<file path="src/rtl/pattern_loader_pkg.sv">
// Shared types and constants for the filter pattern loader.
// Contents: FSM state encoding, control-register map constants, word-to-address helper.
// No ports; imported by the loader top.
package pattern_loader_pkg;

  typedef enum logic [2:0] {
    IDLE,
    DIS_WR,
    PAT_WR,
    PAT_RD,
    PAT_WAIT,
    EN_WR,
    FIN
  } state_t;

  // Control-register slave map
  localparam int CTRL_ADDR     = 0;  // bit 0 = wrken
  localparam int PAT_BASE_ADDR = 1;  // pattern words live at PAT_BASE_ADDR .. PAT_BASE_ADDR+PAT_WIDTH-1

  localparam int CTRL_ENABLE  = 1;
  localparam int CTRL_DISABLE = 0;

  // Pattern word index k is 1-based; word k lives at PAT_BASE_ADDR + k - 1.
  function automatic int pat_addr(input int k);
    return PAT_BASE_ADDR + k - 1;
  endfunction

endpackage

</file>
<file path="src/rtl/pattern_loader_if.sv">
// Avalon-MM bundle between the pattern loader (master) and the control-register slave.
// Signals: address/write/writedata/read from master; waitrequest/readdata/readdatavalid from slave.
// Suffixes are from the master's point of view.
interface pattern_loader_if #(
  parameter int ADDR_WIDTH = 4,
  parameter int REG_WIDTH  = 32
);

  logic [ADDR_WIDTH-1:0] amm_address_o;
  logic                  amm_write_o;
  logic [REG_WIDTH-1:0]  amm_writedata_o;
  logic                  amm_read_o;
  logic                  amm_waitrequest_i;
  logic [REG_WIDTH-1:0]  amm_readdata_i;
  logic                  amm_readdatavalid_i;

  modport master (
    output amm_address_o,
    output amm_write_o,
    output amm_writedata_o,
    output amm_read_o,
    input  amm_waitrequest_i,
    input  amm_readdata_i,
    input  amm_readdatavalid_i
  );

  modport slave (
    input  amm_address_o,
    input  amm_write_o,
    input  amm_writedata_o,
    input  amm_read_o,
    output amm_waitrequest_i,
    output amm_readdata_i,
    output amm_readdatavalid_i
  );

endinterface

</file>
<file path="src/rtl/pattern_loader_amm_cmd_master.sv">
// Holds one registered Avalon-MM read or write command on the bus until the slave accepts it.
// Latency: a command loaded at edge E is on the bus in the following cycle; strobes come straight from flops.
// Backpressure: while waitrequest is high the command is held unchanged; accept_o reports the accepting cycle.
// Ports: clk_i/srst_i; load_* (new command from FSM); accept_o, rdv_o, rdata_o (status to FSM); amm (bus).
module amm_cmd_master #(
  parameter int ADDR_WIDTH = 4,
  parameter int REG_WIDTH  = 32
) (
  input  logic                  clk_i,
  input  logic                  srst_i,
  input  logic                  load_i,
  input  logic                  load_rd_i,
  input  logic [ADDR_WIDTH-1:0] load_addr_i,
  input  logic [REG_WIDTH-1:0]  load_data_i,
  output logic                  accept_o,
  output logic                  rdv_o,
  output logic [REG_WIDTH-1:0]  rdata_o,
  pattern_loader_if.master      amm
);

  logic                  write_q, write_d;
  logic                  read_q,  read_d;
  logic [ADDR_WIDTH-1:0] addr_q,  addr_d;
  logic [REG_WIDTH-1:0]  data_q,  data_d;

  assign accept_o = (write_q | read_q) & ~amm.amm_waitrequest_i;
  assign rdv_o    = amm.amm_readdatavalid_i;
  assign rdata_o  = amm.amm_readdata_i;

  // A load may coincide with acceptance of the previous command, which lets
  // back-to-back commands occupy consecutive cycles.
  always_comb begin
    write_d = write_q;
    read_d  = read_q;
    addr_d  = addr_q;
    data_d  = data_q;
    if (load_i) begin
      write_d = ~load_rd_i;
      read_d  = load_rd_i;
      addr_d  = load_addr_i;
      data_d  = load_rd_i ? '0 : load_data_i;
    end else if (accept_o) begin
      write_d = 1'b0;
      read_d  = 1'b0;
    end
  end

  always_ff @(posedge clk_i) begin
    if (srst_i) begin
      write_q <= 1'b0;
      read_q  <= 1'b0;
      addr_q  <= '0;
      data_q  <= '0;
    end else begin
      write_q <= write_d;
      read_q  <= read_d;
      addr_q  <= addr_d;
      data_q  <= data_d;
    end
  end

  assign amm.amm_write_o     = write_q;
  assign amm.amm_read_o      = read_q;
  assign amm.amm_address_o   = addr_q;
  assign amm.amm_writedata_o = data_q;

endmodule

</file>
<file path="src/rtl/pattern_loader.sv">
// Sequencer that disables the filter, writes the pattern words, reads them back, then optionally re-enables.
// Latency: first command on the bus the cycle after an accepted start; zero-wait run ends with done_o 12 cycles later.
// Backpressure: stalls on waitrequest without advancing; waits up to TIMEOUT cycles per read for readdatavalid.
// Ports: clk_i/srst_i; start_i, pattern_i, enable_after_i (request); busy_o, done_o, err_o, err_addr_o (status); amm (bus).
module pattern_loader
  import pattern_loader_pkg::*;
#(
  parameter int REG_WIDTH  = 32,
  parameter int ADDR_WIDTH = 4,
  parameter int PAT_WIDTH  = 3,
  parameter int TIMEOUT    = 16
) (
  input  logic                  clk_i,
  input  logic                  srst_i,
  input  logic                  start_i,
  input  logic [REG_WIDTH-1:0]  pattern_i [PAT_WIDTH],
  input  logic                  enable_after_i,
  output logic                  busy_o,
  output logic                  done_o,
  output logic                  err_o,
  output logic [ADDR_WIDTH-1:0] err_addr_o,
  pattern_loader_if.master      amm
);

  localparam int KW = $clog2(PAT_WIDTH + 1);
  localparam int TW = $clog2(TIMEOUT + 1);

  state_t                state_q, state_d;
  logic [KW-1:0]         k_q, k_d;        // current word index, 1-based
  logic [TW-1:0]         tmr_q, tmr_d;
  logic [REG_WIDTH-1:0]  pat_q [PAT_WIDTH];
  logic [REG_WIDTH-1:0]  pat_d [PAT_WIDTH];
  logic                  en_after_q, en_after_d;
  logic                  err_q, err_d;
  logic [ADDR_WIDTH-1:0] err_addr_q, err_addr_d;

  logic                  ld;
  logic                  ld_rd;
  logic [ADDR_WIDTH-1:0] ld_addr;
  logic [REG_WIDTH-1:0]  ld_data;
  logic                  acc;
  logic                  rdv;
  logic [REG_WIDTH-1:0]  rdata;

  logic                  last;
  logic [ADDR_WIDTH-1:0] cur_addr;
  logic [ADDR_WIDTH-1:0] next_addr;

  assign last      = (k_q == KW'(PAT_WIDTH));
  assign cur_addr  = ADDR_WIDTH'(pat_addr(int'(k_q)));
  assign next_addr = ADDR_WIDTH'(pat_addr(int'(k_q) + 1));

  amm_cmd_master #(
    .ADDR_WIDTH (ADDR_WIDTH),
    .REG_WIDTH  (REG_WIDTH)
  ) u_cmd (
    .clk_i       (clk_i),
    .srst_i      (srst_i),
    .load_i      (ld),
    .load_rd_i   (ld_rd),
    .load_addr_i (ld_addr),
    .load_data_i (ld_data),
    .accept_o    (acc),
    .rdv_o       (rdv),
    .rdata_o     (rdata),
    .amm         (amm)
  );

  // Each state names the command currently on the bus; the next command is
  // loaded in the same cycle the current one is accepted.
  always_comb begin
    state_d    = state_q;
    k_d        = k_q;
    tmr_d      = tmr_q;
    pat_d      = pat_q;
    en_after_d = en_after_q;
    err_d      = err_q;
    err_addr_d = err_addr_q;
    ld         = 1'b0;
    ld_rd      = 1'b0;
    ld_addr    = '0;
    ld_data    = '0;

    case (state_q)
      IDLE: begin
        if (start_i) begin
          pat_d      = pattern_i;
          en_after_d = enable_after_i;
          err_d      = 1'b0;
          err_addr_d = '0;
          k_d        = '0;
          ld         = 1'b1;
          ld_addr    = ADDR_WIDTH'(CTRL_ADDR);
          ld_data    = REG_WIDTH'(CTRL_DISABLE);
          state_d    = DIS_WR;
        end
      end

      DIS_WR: begin
        if (acc) begin
          k_d     = KW'(1);
          ld      = 1'b1;
          ld_addr = ADDR_WIDTH'(pat_addr(1));
          ld_data = pat_q[0];
          state_d = PAT_WR;
        end
      end

      PAT_WR: begin
        if (acc) begin
          ld = 1'b1;
          if (last) begin
            k_d     = KW'(1);
            ld_rd   = 1'b1;
            ld_addr = ADDR_WIDTH'(pat_addr(1));
            state_d = PAT_RD;
          end else begin
            k_d     = k_q + 1'b1;
            ld_addr = next_addr;
            ld_data = pat_q[k_q];   // word k+1 is element k
          end
        end
      end

      PAT_RD: begin
        if (acc) begin
          tmr_d   = TW'(TIMEOUT);
          state_d = PAT_WAIT;
        end
      end

      PAT_WAIT: begin
        tmr_d = tmr_q - 1'b1;
        if (rdv) begin
          if (rdata == pat_q[k_q - 1'b1]) begin
            if (!last) begin
              k_d     = k_q + 1'b1;
              ld      = 1'b1;
              ld_rd   = 1'b1;
              ld_addr = next_addr;
              state_d = PAT_RD;
            end else if (en_after_q) begin
              ld      = 1'b1;
              ld_addr = ADDR_WIDTH'(CTRL_ADDR);
              ld_data = REG_WIDTH'(CTRL_ENABLE);
              state_d = EN_WR;
            end else begin
              state_d = FIN;
            end
          end else begin
            err_d      = 1'b1;
            err_addr_d = cur_addr;
            state_d    = FIN;
          end
        end else if (tmr_q == TW'(1)) begin
          // Last cycle of the wait window with still no data.
          err_d      = 1'b1;
          err_addr_d = cur_addr;
          state_d    = FIN;
        end
      end

      EN_WR: begin
        if (acc) begin
          state_d = FIN;
        end
      end

      FIN: begin
        state_d = IDLE;
      end

      default: begin
        state_d = IDLE;
      end
    endcase
  end

  always_ff @(posedge clk_i) begin
    if (srst_i) begin
      state_q    <= IDLE;
      k_q        <= '0;
      tmr_q      <= '0;
      pat_q      <= '{default: '0};
      en_after_q <= 1'b0;
      err_q      <= 1'b0;
      err_addr_q <= '0;
    end else begin
      state_q    <= state_d;
      k_q        <= k_d;
      tmr_q      <= tmr_d;
      pat_q      <= pat_d;
      en_after_q <= en_after_d;
      err_q      <= err_d;
      err_addr_q <= err_addr_d;
    end
  end

  assign busy_o     = (state_q != IDLE);
  assign done_o     = (state_q == FIN);
  assign err_o      = (state_q == FIN) & err_q;
  assign err_addr_o = err_addr_q;

endmodule

</file>
<file path="src/flat_wrapper.sv">
// flat-port wrapper written by rule: the top's interface ports become plain ports
module pattern_loader_flat import pattern_loader_pkg::*;
#(
  parameter int REG_WIDTH  = 32,
  parameter int ADDR_WIDTH = 4,
  parameter int PAT_WIDTH  = 3,
  parameter int TIMEOUT    = 16
)
  (clk_i, srst_i, start_i, pattern_i, enable_after_i, busy_o, done_o, err_o, err_addr_o, amm_amm_address_o, amm_amm_write_o, amm_amm_writedata_o, amm_amm_read_o, amm_amm_waitrequest_i, amm_amm_readdata_i, amm_amm_readdatavalid_i);
  pattern_loader_if #(.ADDR_WIDTH(ADDR_WIDTH), .REG_WIDTH(REG_WIDTH)) amm_i ();
  input  logic clk_i;
  input  logic srst_i;
  input  logic start_i;
  input  logic [REG_WIDTH-1:0] pattern_i[PAT_WIDTH];
  input  logic enable_after_i;
  output logic busy_o;
  output logic done_o;
  output logic err_o;
  output logic [ADDR_WIDTH-1:0] err_addr_o;
  output wire logic [$bits(amm_i.amm_address_o)-1:0] amm_amm_address_o;
  output wire logic [$bits(amm_i.amm_write_o)-1:0] amm_amm_write_o;
  output wire logic [$bits(amm_i.amm_writedata_o)-1:0] amm_amm_writedata_o;
  output wire logic [$bits(amm_i.amm_read_o)-1:0] amm_amm_read_o;
  input wire logic [$bits(amm_i.amm_waitrequest_i)-1:0] amm_amm_waitrequest_i;
  input wire logic [$bits(amm_i.amm_readdata_i)-1:0] amm_amm_readdata_i;
  input wire logic [$bits(amm_i.amm_readdatavalid_i)-1:0] amm_amm_readdatavalid_i;
  assign amm_amm_address_o = amm_i.amm_address_o;
  assign amm_amm_write_o = amm_i.amm_write_o;
  assign amm_amm_writedata_o = amm_i.amm_writedata_o;
  assign amm_amm_read_o = amm_i.amm_read_o;
  assign amm_i.amm_waitrequest_i = amm_amm_waitrequest_i;
  assign amm_i.amm_readdata_i = amm_amm_readdata_i;
  assign amm_i.amm_readdatavalid_i = amm_amm_readdatavalid_i;
  pattern_loader #(.REG_WIDTH(REG_WIDTH), .ADDR_WIDTH(ADDR_WIDTH), .PAT_WIDTH(PAT_WIDTH), .TIMEOUT(TIMEOUT)) u_core (.clk_i(clk_i), .srst_i(srst_i), .start_i(start_i), .pattern_i(pattern_i), .enable_after_i(enable_after_i), .busy_o(busy_o), .done_o(done_o), .err_o(err_o), .err_addr_o(err_addr_o), .amm(amm_i));
endmodule
</file>
<file path="config.mk">
export PLATFORM = sky130hd
export DESIGN_NAME = pattern_loader_flat
export DESIGN_NICKNAME = d
export VERILOG_FILES = /design/src/rtl/pattern_loader_pkg.sv /design/src/rtl/pattern_loader_if.sv /design/src/rtl/pattern_loader_amm_cmd_master.sv /design/src/rtl/pattern_loader.sv /design/src/flat_wrapper.sv
export SDC_FILE = /design/constraint.sdc
export NUM_CORES = 1
export LEC_CHECK = 0
export ABC_AREA = 0
export BUFFER_PORTS_ARGS = -buffer_cell sky130_fd_sc_hd__buf_2
export CAP_MARGIN = 20
export CORE_MARGIN = 1
export CORE_UTILIZATION = 45
export DETAILED_ROUTE_END_ITERATION = 12
export MAX_ROUTING_LAYER = met4
export PLACE_DENSITY_LB_ADDON = 0.25
export SYNTH_ARGS = -nofsm -noshare
export SYNTH_HDL_FRONTEND = slang
export SYNTH_SLANG_ARGS = --single-unit
</file>
<file path="constraint.sdc">
create_clock -name clk_i -period 6.04 [get_ports clk_i]
set_clock_uncertainty 0.1 [all_clocks]
set_input_delay 0.604 -clock clk_i [delete_from_list [all_inputs] [get_ports clk_i]]
set_output_delay 0.604 -clock clk_i [all_outputs]
set_load 0.02 [all_outputs]
</file>
Yosys cells after proc, flatten, opt, wreduce, memory -nomap -nowiden
Cells that the tools add are included.

storage, ports and cells
  bits in registers = 150
  output and inout port bits = 45
  logic and storage cells = 131

operators by class
  add/sub/neg operators = 7
  $lt $le $gt $ge = 2
  eq/ne operators = 20
  mux-type cells = 70
  bitwise gates (word level) = 7
  reductions and logical operators = 12

operator list
  kind                                                      count
  2-to-1 mux 32 bit                                         11
  binary-select mux 32 bit (select 2 bit)                   2
  one-hot mux 32 bit (3 select lines)                       1
  2-to-1 mux 4 bit                                          9
  == test 32 bit                                            1
  2-to-1 mux 3 bit                                          10
  2-to-1 mux 1 bit                                          20
  one-hot mux 3 bit (6 select lines)                        1
  2-to-1 mux 2 bit                                          8
  AND reduction 7 bit                                       2
  inequality test 2 x 1 -> 1 bit, second input constant     6
  one-hot mux 4 bit (3 select lines)                        1
  one-hot mux 5 bit (2 select lines)                        1
  == test 3 bit, second input constant                      3
  one-hot mux 2 bit (4 select lines)                        1
  one-hot mux 4 bit (2 select lines)                        1
  subtractor 4 x 2 -> 4 bit, second input constant          2
  == test 3 x 2 -> 1 bit, second input constant             2
  greater-or-equal comparator 3 bit, second input constant  2
  inequality test 2 bit, second input constant              3
  inverter 2 -> 3 bit                                       2
  nonzero test 2 bit                                        3
  == test 5 x 1 -> 1 bit, second input constant             1
  2-to-1 mux 5 bit                                          1
  other kinds (20)                                          24

Longest topological paths before layout
Gate-level depths: netlist (run 1).

  word-level depth = 11
  mapped depth = 19
  mapped depth without buffers = 11

Modules after synthesis
Synthesis (run 1) repeated with hierarchy kept, for this count alone.

second synthesis, totals
  cells, all modules = 1151
  area total of the unflattened synthesis = 8918.6 um2

by module, submodules not included
  module          times used  cells each  area each (um2)
  pattern_loader  1           953         7121.8
  amm_cmd_master  1           198         1796.7

Least setup slack after synthesis (run 1)
No wires, ideal clock.

  path kind = reg2reg
  from = register u_core.k_q[1]
  to = register u_core.u_cmd.data_q[1], in the netlist u_core.u_cmd.amm.amm_writedata_o[1]
  setup time = 0.128 ns
  arrival time = 3.954 ns
  slack = 1.859 ns
  cell stages (with the launch flop) = 20
  clock period less this slack = 4.181 ns
  cell sequence = dfxtp_1 -> clkbuf_1 -> buf_1 -> inv_1 -> ha_1 -> buf_4 -> buf_6 -> buf_6 -> clkbuf_1 -> mux2i_1 -> xnor2_1 -> nor4_1 -> o22ai_1 -> a211o_1 -> nor4_2 -> nor2_1 -> buf_2 -> buf_6 -> a222oi_1 -> nor2_1

between the ends
  word-level cells in the longest chain between the ends = 10

RTL lines
  element                                                                                    line                                 RTL
  start: declaration                                                                         pattern_loader.sv:29                 logic [KW-1:0] k_q, k_d;
  start signal: assignment                                                                   pattern_loader.sv:190                k_q <= k_d;
  subtractor 2 x 1 -> 2 bit                                                                  pattern_loader.sv:135                if (rdata == pat_q[k_q - 1'b1]) begin
  inverter 2 -> 3 bit (not written as such)                                                  pattern_loader.sv:135
  binary-select mux 32 bit (select 2 bit)                                                    pattern_loader.sv:135
  2-to-1 mux 32 bit (not written as such) (2 in series)                                      pattern_loader.sv:135
  == test 32 bit                                                                             pattern_loader.sv:135
  2-to-1 mux 32 bit or 2-to-1 mux 1 bit (tied branches)                                      pattern_loader.sv:135
  2-to-1 mux 32 bit or 2-to-1 mux 1 bit (tied branches)                                      pattern_loader.sv:134                if (rdv) begin
  one-hot mux 32 bit (3 select lines) or one-hot mux 1 bit (2 select lines) (tied branches)  pattern_loader.sv:84                 case (state_q)
  2-to-1 mux 32 bit                                                                          pattern_loader_amm_cmd_master.sv:41  data_d = load_rd_i ? '0 : load_data_i;
  end signal: assignment                                                                     pattern_loader_amm_cmd_master.sv:58  data_q <= data_d;
  end: declaration                                                                           pattern_loader_amm_cmd_master.sv:24  logic [REG_WIDTH-1:0] data_q, data_d;

Parallel ways exist; a longest one is shown, timed or not. The select of a mux whose other input is x is not followed.
A chain may end at the register's enable or synchronous reset.

Worst setup path after layout (run 1)
  from = register u_core.k_q[1]
  to = register u_core.u_cmd.read_q, in the netlist u_core.u_cmd.amm.amm_read_o

between the ends
  word-level cells in the longest chain between the ends = 10

RTL lines
  element                                                                                   line                                 RTL
  subtractor 2 x 1 -> 2 bit                                                                 pattern_loader.sv:135
  inverter 2 -> 3 bit (not written as such)                                                 pattern_loader.sv:135
  binary-select mux 32 bit (select 2 bit)                                                   pattern_loader.sv:135
  2-to-1 mux 32 bit (not written as such) (2 in series)                                     pattern_loader.sv:135
  == test 32 bit                                                                            pattern_loader.sv:135
  2-to-1 mux 1 bit                                                                          pattern_loader.sv:135
  2-to-1 mux 1 bit                                                                          pattern_loader.sv:134
  one-hot mux 1 bit (3 select lines) or one-hot mux 1 bit (2 select lines) (tied branches)  pattern_loader.sv:84
  2-to-1 mux 1 bit or nonzero test 2 bit (tied branches)                                    --
  end signal: assignment                                                                    pattern_loader_amm_cmd_master.sv:56  read_q <= read_d;
  end: declaration                                                                          pattern_loader_amm_cmd_master.sv:22  logic read_q, read_d;

Parallel ways exist; a longest one is shown, timed or not. The select of a mux whose other input is x is not followed.

==> flow_summary.ini, run 1 <==
[drt]
detail_route.iter0.violations = 915
route.detailed.wl_per_inst_um = 17.7
routed-via-count = 7691
vias_per_cell = 5.65
routed_wl_mm = 24.1
drt_drc_violations_left = 0
drt-pass1-iter-count = 6
route.antenna.remaining_nets = 0

[placed_design]
dp_hpwl_mm = 16.9
detailed_place.area_um2 = 8650
buffer_ports.inserted = 176
placedCellCount = 1328
gp_congestion = 0.934

[logic_synthesis]
synth-seq-cells = 148
syn_area_um2 = 7720
largest_family_of_logic_cells_by_synthesized_area = simple AND/OR/NAND/NOR gates
number_of_distinct_library_cells_after_synthesis = 57
avgSynthCellArea_um2 = 7.74
yosys.area_share.adder = 0.0114
post_synthesis_simple_gate_area_fraction = 0.217
yosysWarningCount = 0
asyncSetResetFlopFracSynth = 0
synth_compound_gate_area_share = 0.203
edff_count_synth = 0
synth_xor_xnor_area_share = 0.0420
syn_inst = 997
ys_flop_type = sky130_fd_sc_hd__dfxtp_1
synth.mux.area_fraction = 0.0910
seq_area_frac_synth = 0.384

[cts]
cts_hold_buffers = 0
worst_skew_pair.late_latency_ns = 0.44
cts_tree = built
cts_buffer_depth = 2
htree_levels = 4
cts.sink_count = 148
tritoncts.num_buffers = 17
post-cts-setup-buffer-count = 0
clk_pin_slew_ns = 0.07
root_buffer = sky130_fd_sc_hd__clkbuf_16
cts_resized = 0

[power]
clkPwrFrac = 0.322
internal-power_mw = 1.98
lkg_pwr_nw = 3.48
power.share.combinational = 0.270
ir_worst_vdd_uv = 502
power.density_cell_area_nw_per_um2 = 339
netSwitchingFraction = 0.368
pwr-share-seq = 0.408
p_sw_mw = 1.15

[sta]
min_period_over_period = 0.757
finalHoldViolCount = 0
pins_over_their_slew_limit = 0
timing_worst_slew_pin_value_ns = 1.06
period_minus_slack_ns = 4.57
timing.setup.tns_ns = 0
finalSetupViolCount = 0
rsz0062_at_grt = no
timing.max_slew.rel_slack = 0.292
max_clock_freq_mhz = 219

[critical_path]
worstSetupEndpointType = flip-flop
crit_path_start_kind = flip-flop
r2r_slack_ns = 1.47
worst-setup-path-type = reg2reg
max_fanout_on_critical_path = 35
reg2reg_from = u_core.k_q[1]$_SDFFE_PP0P_
critPathArrivalTime_ns = 4.79
reg2reg_depth = 13
worst_path_required_time_ns = 6.26
worstReg2RegEnd = u_core.u_cmd.amm.amm_read_o$_SDFFE_PP0P_

[global_routing]
grt_start_max_net_pins = 99
first_global_vias = 6858
grt-ovfl-total = 0
number_of_antenna_violations_at_the_first_check_in_global_routing = 2
grt_pass1_wl_mm = 37.6
gr-usage-all-layers = 0.285

[floorplan]
die_height_um = 133
io_pins = 179
chipWidth_um = 133
core_um2 = 16600
initial_core_util = 0.464
dieArea_um2 = 17700
fp-row-count = 47

[final_layout]
layout_common_cells = sky130_fd_sc_hd__nand2_1, sky130_fd_sc_hd__buf_2, sky130_fd_sc_hd__dfxtp_1
final_layout_size_suffix_gt1_frac = 0.205
final_net_count = 1268
multi_input_comb_area_um2 = 4380
most_common_cell_after_layout_fill_and_taps_aside = sky130_fd_sc_hd__nand2_1
area.sequential_um2 = 2970
layout.filler_cells = 1591
syn_to_final_growth_pct = 19.4
instances_no_fill = 1362
post-route-cell-area_um2 = 9220

[min_path]
min_delay_worst_endpoint = u_core.pat_q[35]$_SDFFE_PP0P_
min_path_type = in2reg
hold_path_startpoint = pattern_i[35]
whs_path_depth = 3

[outcome]
status = finished, final reports clean

[job]
max_cap_violations = 0
## per-layer routing
metal / vias to the layer above / wire [µm] / GRT usage / share of wire
li1: 3758 / - / - / -
met1: 3580 / 10600 / 0.362 / 0.44
met2: 312 / 11300 / 0.439 / 0.47
met3: 41 / 1790 / 0.0724 / 0.074
met4: 0 / 462 / 0.0913 / 0.019
met5: - / 0 / - / 0
## cell usage after synthesis (all sizes together), types with 7 or more instances
cell	n	area [µm²]
o22ai	9	56.3
xor2	7	61.3
inv	18	67.6
xnor2	30	263
nor3	13	65.1
nand2b	12	75.1
nor4	9	62.6
nand2	248	931
buf	18	111
dfxtp	148	2960
a22oi	8	60.1
a222oi	32	320
ha	7	87.6
mux2i	69	691
o21ai	54	270
nor2	62	233
clkbuf	59	221
nand3	8	40.0
a21oi	115	576
## worst max-delay path by stage
stage / start / slack (ns) / end
final: u_core.k_q[1]$_SDFFE_PP0P_ / 1.47 / u_core.u_cmd.amm.amm_read_o$_SDFFE_PP0P_
after global routing: u_core.k_q[1]$_SDFFE_PP0P_ / 1.17 / u_core.u_cmd.amm.amm_writedata_o[4]$_SDFFE_PP0P_
after CTS: u_core.k_q[1]$_SDFFE_PP0P_ / 1.48 / u_core.u_cmd.amm.amm_read_o$_SDFFE_PP0P_
after detailed placement: u_core.k_q[1]$_SDFFE_PP0P_ / 1.49 / u_core.u_cmd.amm.amm_read_o$_SDFFE_PP0P_
after global placement: u_core.k_q[1]$_SDFFE_PP0P_ / 1.64 / u_core.u_cmd.amm.amm_read_o$_SDFFE_PP0P_
after floorplan: u_core.k_q[1]$_SDFFE_PP0P_ / 1.86 / u_core.u_cmd.amm.amm_writedata_o[1]$_SDFFE_PP0P_
## sequential cells by signal, summed over array words and instances, names as in the netlist, 2 cells and up
| register | flops |
|---|---|
| u_core.pat_q | 96 |
| u_core.u_cmd.amm.amm_writedata_o | 32 |
| u_core.tmr_q | 5 |
| u_core.err_addr_o | 4 |
| u_core.state_q | 3 |
| u_core.k_q | 2 |
| u_core.u_cmd.amm.amm_address_o | 2 |
## logic make-up (layout without fill, tap and decap cells)
| family | after synthesis | after routing |
|---|---|---|
| AOI/OAI and AO/OA | 251 | 251 |
| adders and majority gates | 7 | 7 |
| other | 1 | 4 |
| muxes | 70 | 70 |
| xor gates and xnor gates | 37 | 37 |
| buffers and inverters | 95 | 237 |
| and+or+nand+nor | 388 | 388 |
| DFF | 148 | 148 |
## layout make-up
cell class / instances / area share
clock buffer: 18 / 0.0466
inverter: 18 / 0.00733
tap: 220 / 0.0299
clock inverter: 14 / 0.0138
timing repair buffer: 187 / 0.105
antenna: 2 / 0.000543
multi-input combinational: 755 / 0.475
sequential: 148 / 0.322
## per-stage QoR
stage          hold slack [ns]  setup WS [ns]   util  power (mW)
2_1_floorplan            0.346           1.86      -        1.86
3_3_place_gp             0.340           1.64  0.520        2.12
3_5_place_dp             0.342           1.49  0.520        2.13
4_1_cts                  0.287           1.48  0.553        3.14
5_1_grt                  0.293           1.17  0.554        3.30
6_report                 0.298           1.47  0.554        3.13
## power groups by stage
stage	Clock (mW)	Sequential (mW)	Combinational, mW
2_1_floorplan	0	1.22	0.638
3_3_place_gp	0	1.29	0.833
3_5_place_dp	0	1.29	0.843
4_1_cts	1.02	1.27	0.847
5_1_grt	1.07	1.29	0.940
6_report	1.01	1.27	0.845
## worst max-delay path: stages, from the launching register on
cell	delay (ns)
sky130_fd_sc_hd__dfxtp_2	0.32
sky130_fd_sc_hd__inv_1	0.07
sky130_fd_sc_hd__ha_2	0.90
sky130_fd_sc_hd__buf_4	0.36
sky130_fd_sc_hd__mux2i_1	0.25
sky130_fd_sc_hd__xnor2_1	0.10
sky130_fd_sc_hd__nor4_1	0.27
sky130_fd_sc_hd__a22oi_1	0.12
sky130_fd_sc_hd__or4b_1	0.66
sky130_fd_sc_hd__nor4_2	0.35
sky130_fd_sc_hd__nor2_2	0.23
sky130_fd_sc_hd__buf_4	0.28
sky130_fd_sc_hd__and3_1	0.20
sky130_fd_sc_hd__o31a_1	0.23
Note: power is estimated with default switching activity, not from simulation.
==> inputs of run 2 (changes only) <==
==> constraint.sdc (replaced) <==
create_clock -name clk_i -period 4 [get_ports clk_i]
set_clock_uncertainty 0.1 [all_clocks]
set_input_delay 0.4 -clock clk_i [delete_from_list [all_inputs] [get_ports clk_i]]
set_output_delay 0.4 -clock clk_i [all_outputs]
set_load 0.02 [all_outputs]
==> flow_summary.ini, run 2 (synthesized netlist as in run 1, its figures left out) <==
[cts]
htree_levels = 4
cts.sink_count = 148
root_buffer = sky130_fd_sc_hd__clkbuf_16
worst_skew_pair.late_latency_ns = 0.43
cts_buffer_depth = 2
clk_pin_slew_ns = 0.06
cts_hold_buffers = 0
cts_tree = built
tritoncts.num_buffers = 17

[sta]
rsz0062_at_grt = no
finalSetupViolCount = 0
timing.max_slew.rel_slack = 0.321
max_clock_freq_mhz = 275
pins_over_their_slew_limit = 0
finalHoldViolCount = 0
min_period_over_period = 0.910
timing.setup.tns_ns = 0
timing.hold.ws_ns = 0.104
timing_worst_slew_pin_value_ns = 1.02
period_minus_slack_ns = 3.64

[global_routing]
first_global_vias = 7211
number_of_antenna_violations_at_the_first_check_in_global_routing = 2
grt_pass1_wl_mm = 39.0
grt-ovfl-total = 0
grt_start_max_net_pins = 98
gr-usage-all-layers = 0.291

[power]
power.density_cell_area_nw_per_um2 = 515
totalPowerFinal_mw = 4.80
lkg_pwr_nw = 3.56
ir_worst_vdd_uv = 623

[critical_path]
critPathArrivalTime_ns = 3.81
path_delay_family = compound AO/OA/AOI/OAI gates
crit_path_start_kind = flip-flop
max_fanout_on_critical_path = 24
crit_path_frequent_cell = sky130_fd_sc_hd__a21oi_1
slowest_stage = sky130_fd_sc_hd__a2111o_1
cp_cell_sequence = inv_1 > ha_4 > buf_12 > mux2i_1 > a222oi_1 > and3_1 > a21oi_1 > a2111o_1 > or3_4 > o31ai_4 > or4b_2 > a21oi_1
worstSetupEndpointType = flip-flop
worst_path_largest_cell_delay_ns = 0.43
worst_path_required_time_ns = 4.17
worst-setup-path-type = reg2reg
worstPathBufferInverterCount = 2

[drt]
drt_drc_violations_left = 0
detail_route.iter0.violations = 762
routed-via-count = 7784
route.antenna.remaining_nets = 0
routed_wl_mm = 24.8
drt-pass1-iter-count = 8
vias_per_cell = 5.68
route.detailed.wl_per_inst_um = 18.1

[final_layout]
final_net_count = 1276
most_common_cell_after_layout_fill_and_taps_aside = sky130_fd_sc_hd__nand2_1
final_layout_size_suffix_gt1_frac = 0.209
syn_to_final_growth_pct = 20.8
postLayoutCoreUtil = 0.560
largest_register_ffs = 96
instances_no_fill = 1370
layout_common_cells = sky130_fd_sc_hd__nand2_1, sky130_fd_sc_hd__buf_2, sky130_fd_sc_hd__dfxtp_1
regMostFlops = u_core.pat_q

[floorplan]
fp-row-count = 47
core_um2 = 16600
chipWidth_um = 133
die_height_um = 133
initial_core_util = 0.464
dieArea_um2 = 17700
io_pins = 179

[placed_design]
buffer_ports.inserted = 176
gp_congestion = 0.942
placedCellCount = 1336
dp_hpwl_mm = 17.7

[outcome]
status = finished, final reports clean

[min_path]
min_path_type = in2reg

[job]
max_cap_violations = 0
==> run 2: changes by cell type in the layout (fill, tap and decap cells not counted), sizes merged <==
| cell | before | now |
|---|---|---|
| clkinvlp | 4 | 2 |
| bufinv | 1 | 2 |
| buf | 187 | 195 |
| clkbuf | 18 | 20 |
| inv | 22 | 19 |
| clkinv | 5 | 7 |
==> run 2: final timing paths <==
kind | from | to | slack [ns] | depth (start not counted)
setup / recovery | u_core.k_q[1]$_SDFFE_PP0P_ | u_core.err_addr_o[3]$_SDFFE_PP0P_ | 0.36 | 12
hold / removal | pattern_i[71] | u_core.pat_q[71]$_SDFFE_PP0P_ | 0.10 | 3
setup reg to reg | u_core.k_q[1]$_SDFFE_PP0P_ | u_core.err_addr_o[3]$_SDFFE_PP0P_ | 0.36 | 12
hold reg to reg | u_core.err_addr_o[3]$_SDFFE_PP0P_ | u_core.err_addr_o[3]$_SDFFE_PP0P_ | 0.37 | 2
==> run 2: repair_timing <==
action	in CTS	in global routing
buffers inserted	0	0
resized for setup	0	2
endpoints found under the setup margin	0	30
==> run 2: worst min-delay path: cells and delay by family <==
kind	cells	cell delay, ns
buffers and inverters	1	0.09
AOI/OAI and AO/OA	1	0.05
and+or+nand+nor	1	0.04
==> run 2: report_power, final <==
group / total (mW) / leakage [nW] / internal (mW) / switching, mW
logic: 1.32 / 2.07 / 0.471 / 0.846
clock network: 1.56 / 0.276 / 0.919 / 0.642
registers: 1.92 / 1.21 / 1.67 / 0.248
==> run 2: routing by layer <==
layer | up-vias | global-route usage | share of wire
met5 | - | - | 0
met4 | 0 | 0.0958 | 0.025
met3 | 45 | 0.0648 | 0.071
met2 | 314 | 0.459 | 0.47
met1 | 3657 | 0.368 | 0.44
li1 | 3768 | - | -
==> run 2: final cells by class <==
cell class                 instances  area (µm²)
fill                            1584        7320
multi-input combinational        755        4400
sequential                       148        2970
timing repair buffer             195        1040
clock buffer                      20         437
tap                              220         275
clock inverter                    12         133
inverter                          18        67.6
antenna                            2        5.00
==> run 2: stage by stage <==
stage | instance area, µm² | worst slack (ns)
after floorplan | 7720 | 0.0278
after global placement | 8730 | 0.282
after detailed placement | 8730 | 0.200
after CTS | 9300 | 0.195
after global routing | 9320 | 0.0384
final | 9320 | 0.358
==> inputs of run 3 (changes only) <==
--- a/config.mk
+++ b/config.mk
@@ -10,9 +10,12 @@
 export CAP_MARGIN = 20
 export CORE_MARGIN = 1
 export CORE_UTILIZATION = 45
+export CTS_BUF_LIST = sky130_fd_sc_hd__clkbuf_16
 export DETAILED_ROUTE_END_ITERATION = 12
 export MAX_ROUTING_LAYER = met4
 export PLACE_DENSITY_LB_ADDON = 0.25
+export RECOVER_POWER = 50
+export SETUP_SLACK_MARGIN = 0.05
 export SYNTH_ARGS = -nofsm -noshare
 export SYNTH_HDL_FRONTEND = slang
 export SYNTH_SLANG_ARGS = --single-unit
==> flow_summary.ini, run 3 (synthesized netlist as in run 1, its figures left out) <==
[outcome]
status = complete, but fails checks
violations = capacitance limit, slew limit

[final_layout]
regMostFlops = u_core.pat_q
largest_register_ffs = 96
syn_to_final_growth_pct = 19.8
layout.filler_cells = 1598
most_common_cell_after_layout_fill_and_taps_aside = sky130_fd_sc_hd__nand2_1
area.sequential_um2 = 2970
final_net_count = 1276
layout_common_cells = sky130_fd_sc_hd__nand2_1, sky130_fd_sc_hd__dfxtp_1, sky130_fd_sc_hd__buf_2
final_layout_size_suffix_gt1_frac = 0.173
multi_input_comb_area_um2 = 4390
instances_no_fill = 1371

[global_routing]
grt-ovfl-total = 0
grt_pass1_wl_mm = 38.7
first_global_vias = 7152
number_of_antenna_violations_at_the_first_check_in_global_routing = 3
grt_start_max_net_pins = 98
gr-usage-all-layers = 0.289

[min_path]
min_path_type = in2reg
whs_path_depth = 3
min_delay_worst_endpoint = u_core.pat_q[44]$_SDFFE_PP0P_
hold_path_startpoint = pattern_i[44]

[power]
p_sw_mw = 1.71
pwr-share-seq = 0.409
netSwitchingFraction = 0.364
internal-power_mw = 2.99
clkPwrFrac = 0.314
power.density_cell_area_nw_per_um2 = 509
lkg_pwr_nw = 3.36
power.share.combinational = 0.277
ir_worst_vdd_uv = 369

[critical_path]
reg2reg_from = u_core.k_q[1]$_SDFFE_PP0P_
max_fanout_on_critical_path = 34
reg2reg_depth = 13
worst-setup-path-type = reg2reg
worstReg2RegEnd = u_core.u_cmd.amm.amm_writedata_o[2]$_SDFFE_PP0P_
worstSetupEndpointType = flip-flop
r2r_slack_ns = 0.30
critPathArrivalTime_ns = 3.89
crit_path_start_kind = flip-flop
worst_path_required_time_ns = 4.18

[placed_design]
gp_congestion = 0.886
dp_hpwl_mm = 17.4
placedCellCount = 1336
buffer_ports.inserted = 176

[sta]
timing.hold.ws_ns = 0.110
period_minus_slack_ns = 3.70
min_period_over_period = 0.926
timing_worst_slew_pin_value_ns = 1.96
finalSetupViolCount = 0
rsz0062_at_grt = no
finalHoldViolCount = 0
timing.setup.tns_ns = 0
timing.max_slew.rel_slack = -0.304
pins_over_their_slew_limit = 98
max_clock_freq_mhz = 270

[cts]
clk_pin_slew_ns = 0.06
root_buffer = sky130_fd_sc_hd__clkbuf_16
cts_tree = built
cts_buffer_depth = 2
tritoncts.num_buffers = 17
worst_skew_pair.late_latency_ns = 0.42
htree_levels = 4
post-cts-setup-buffer-count = 0
cts.sink_count = 148

[floorplan]
io_pins = 179
chipWidth_um = 133
dieArea_um2 = 17700
core_um2 = 16600
fp-row-count = 47
die_height_um = 133
initial_core_util = 0.464

[drt]
drt-pass1-iter-count = 7
route.antenna.remaining_nets = 0
drt_drc_violations_left = 0
routed_wl_mm = 24.5
route.detailed.wl_per_inst_um = 17.8
routed-via-count = 7768
detail_route.iter0.violations = 745
vias_per_cell = 5.67

[job]
max_cap_violations = 1
-- run 3: cell count changes in the layout (fill, tap and decap cells not counted), moves of 2 or more --
cell,previous run,this run
sky130_fd_sc_hd__buf_2,175,132
sky130_fd_sc_hd__clkbuf_1,3,43
sky130_fd_sc_hd__buf_4,19,17
sky130_fd_sc_hd__clkinv_2,4,6
sky130_fd_sc_hd__inv_1,18,20
sky130_fd_sc_hd__inv_6,0,2
-- run 3: per-stage QoR --
stage                util  power, mW  worst slack, ns  cell area [µm²]
floorplan               -       2.80            0.161             7720
global placement    0.525       3.23            0.217             8740
finish              0.556       4.71            0.297             9250
global route        0.556       4.96           0.0842             9250
detailed placement  0.525       3.25            0.111             8740
CTS                 0.558       4.73           0.0788             9280
-- run 3: worst max path at each step --
stage	startpoint	end	depth (start not counted)
floorplan	u_core.k_q[1]$_SDFFE_PP0P_	u_core.u_cmd.amm.amm_writedata_o[1]$_SDFFE_PP0P_	19
global placement	u_core.k_q[1]$_SDFFE_PP0P_	u_core.u_cmd.amm.amm_read_o$_SDFFE_PP0P_	12
detailed placement	u_core.k_q[1]$_SDFFE_PP0P_	u_core.u_cmd.amm.amm_read_o$_SDFFE_PP0P_	13
CTS	u_core.k_q[1]$_SDFFE_PP0P_	u_core.u_cmd.amm.amm_writedata_o[2]$_SDFFE_PP0P_	13
global route	u_core.k_q[1]$_SDFFE_PP0P_	u_core.u_cmd.amm.amm_writedata_o[1]$_SDFFE_PP0P_	13
finish	u_core.k_q[1]$_SDFFE_PP0P_	u_core.u_cmd.amm.amm_writedata_o[2]$_SDFFE_PP0P_	13
-- run 3: what timing repair did --
action / 4_1_cts / 5_1_grt
gates resized for setup: 0 / 2
hold buffers: 0 / 0
setup endpoints to repair: 0 / 38
-- run 3: routing by layer --
metal | routed length, µm | GRT usage
met5 | 0 | -
met4 | 510 | 0.0990
met3 | 1800 | 0.0609
met2 | 11400 | 0.443
met1 | 10800 | 0.377
-- run 3: power groups by stage --
| stage | clock, mW | combinational (mW) | sequential [mW] |
|---|---|---|---|
| after detailed placement | 0 | 1.30 | 1.94 |
| after global placement | 0 | 1.28 | 1.94 |
| after global routing | 1.57 | 1.45 | 1.95 |
| after CTS | 1.50 | 1.31 | 1.91 |
| after floorplan | 0 | 0.964 | 1.84 |
| final | 1.48 | 1.30 | 1.92 |
-- run 3: critical path, cell delays in order, from the launching register on --
cell                       delay, ns
sky130_fd_sc_hd__dfxtp_2        0.32
sky130_fd_sc_hd__inv_1          0.08
sky130_fd_sc_hd__ha_4           0.42
sky130_fd_sc_hd__buf_12         0.19
sky130_fd_sc_hd__mux2i_1        0.26
sky130_fd_sc_hd__xnor2_1        0.09
sky130_fd_sc_hd__nor4_1         0.25
sky130_fd_sc_hd__a41oi_1        0.15
sky130_fd_sc_hd__or4b_4         0.56
sky130_fd_sc_hd__nor4_2         0.36
sky130_fd_sc_hd__nor2_2         0.15
sky130_fd_sc_hd__buf_12         0.20
sky130_fd_sc_hd__a222oi_1       0.33
sky130_fd_sc_hd__nor2_1         0.08
-- run 3: area by class of cell --
cell class | count | share of cell area
Multi-Input combinational cell | 755 | 0.475
Sequential cell | 148 | 0.321
Timing Repair Buffer | 195 | 0.108
Clock buffer | 17 | 0.0460
Tap cell | 220 | 0.0298
Clock inverter | 15 | 0.0127
Inverter | 18 | 0.00731
Antenna cell | 3 | 0.000812
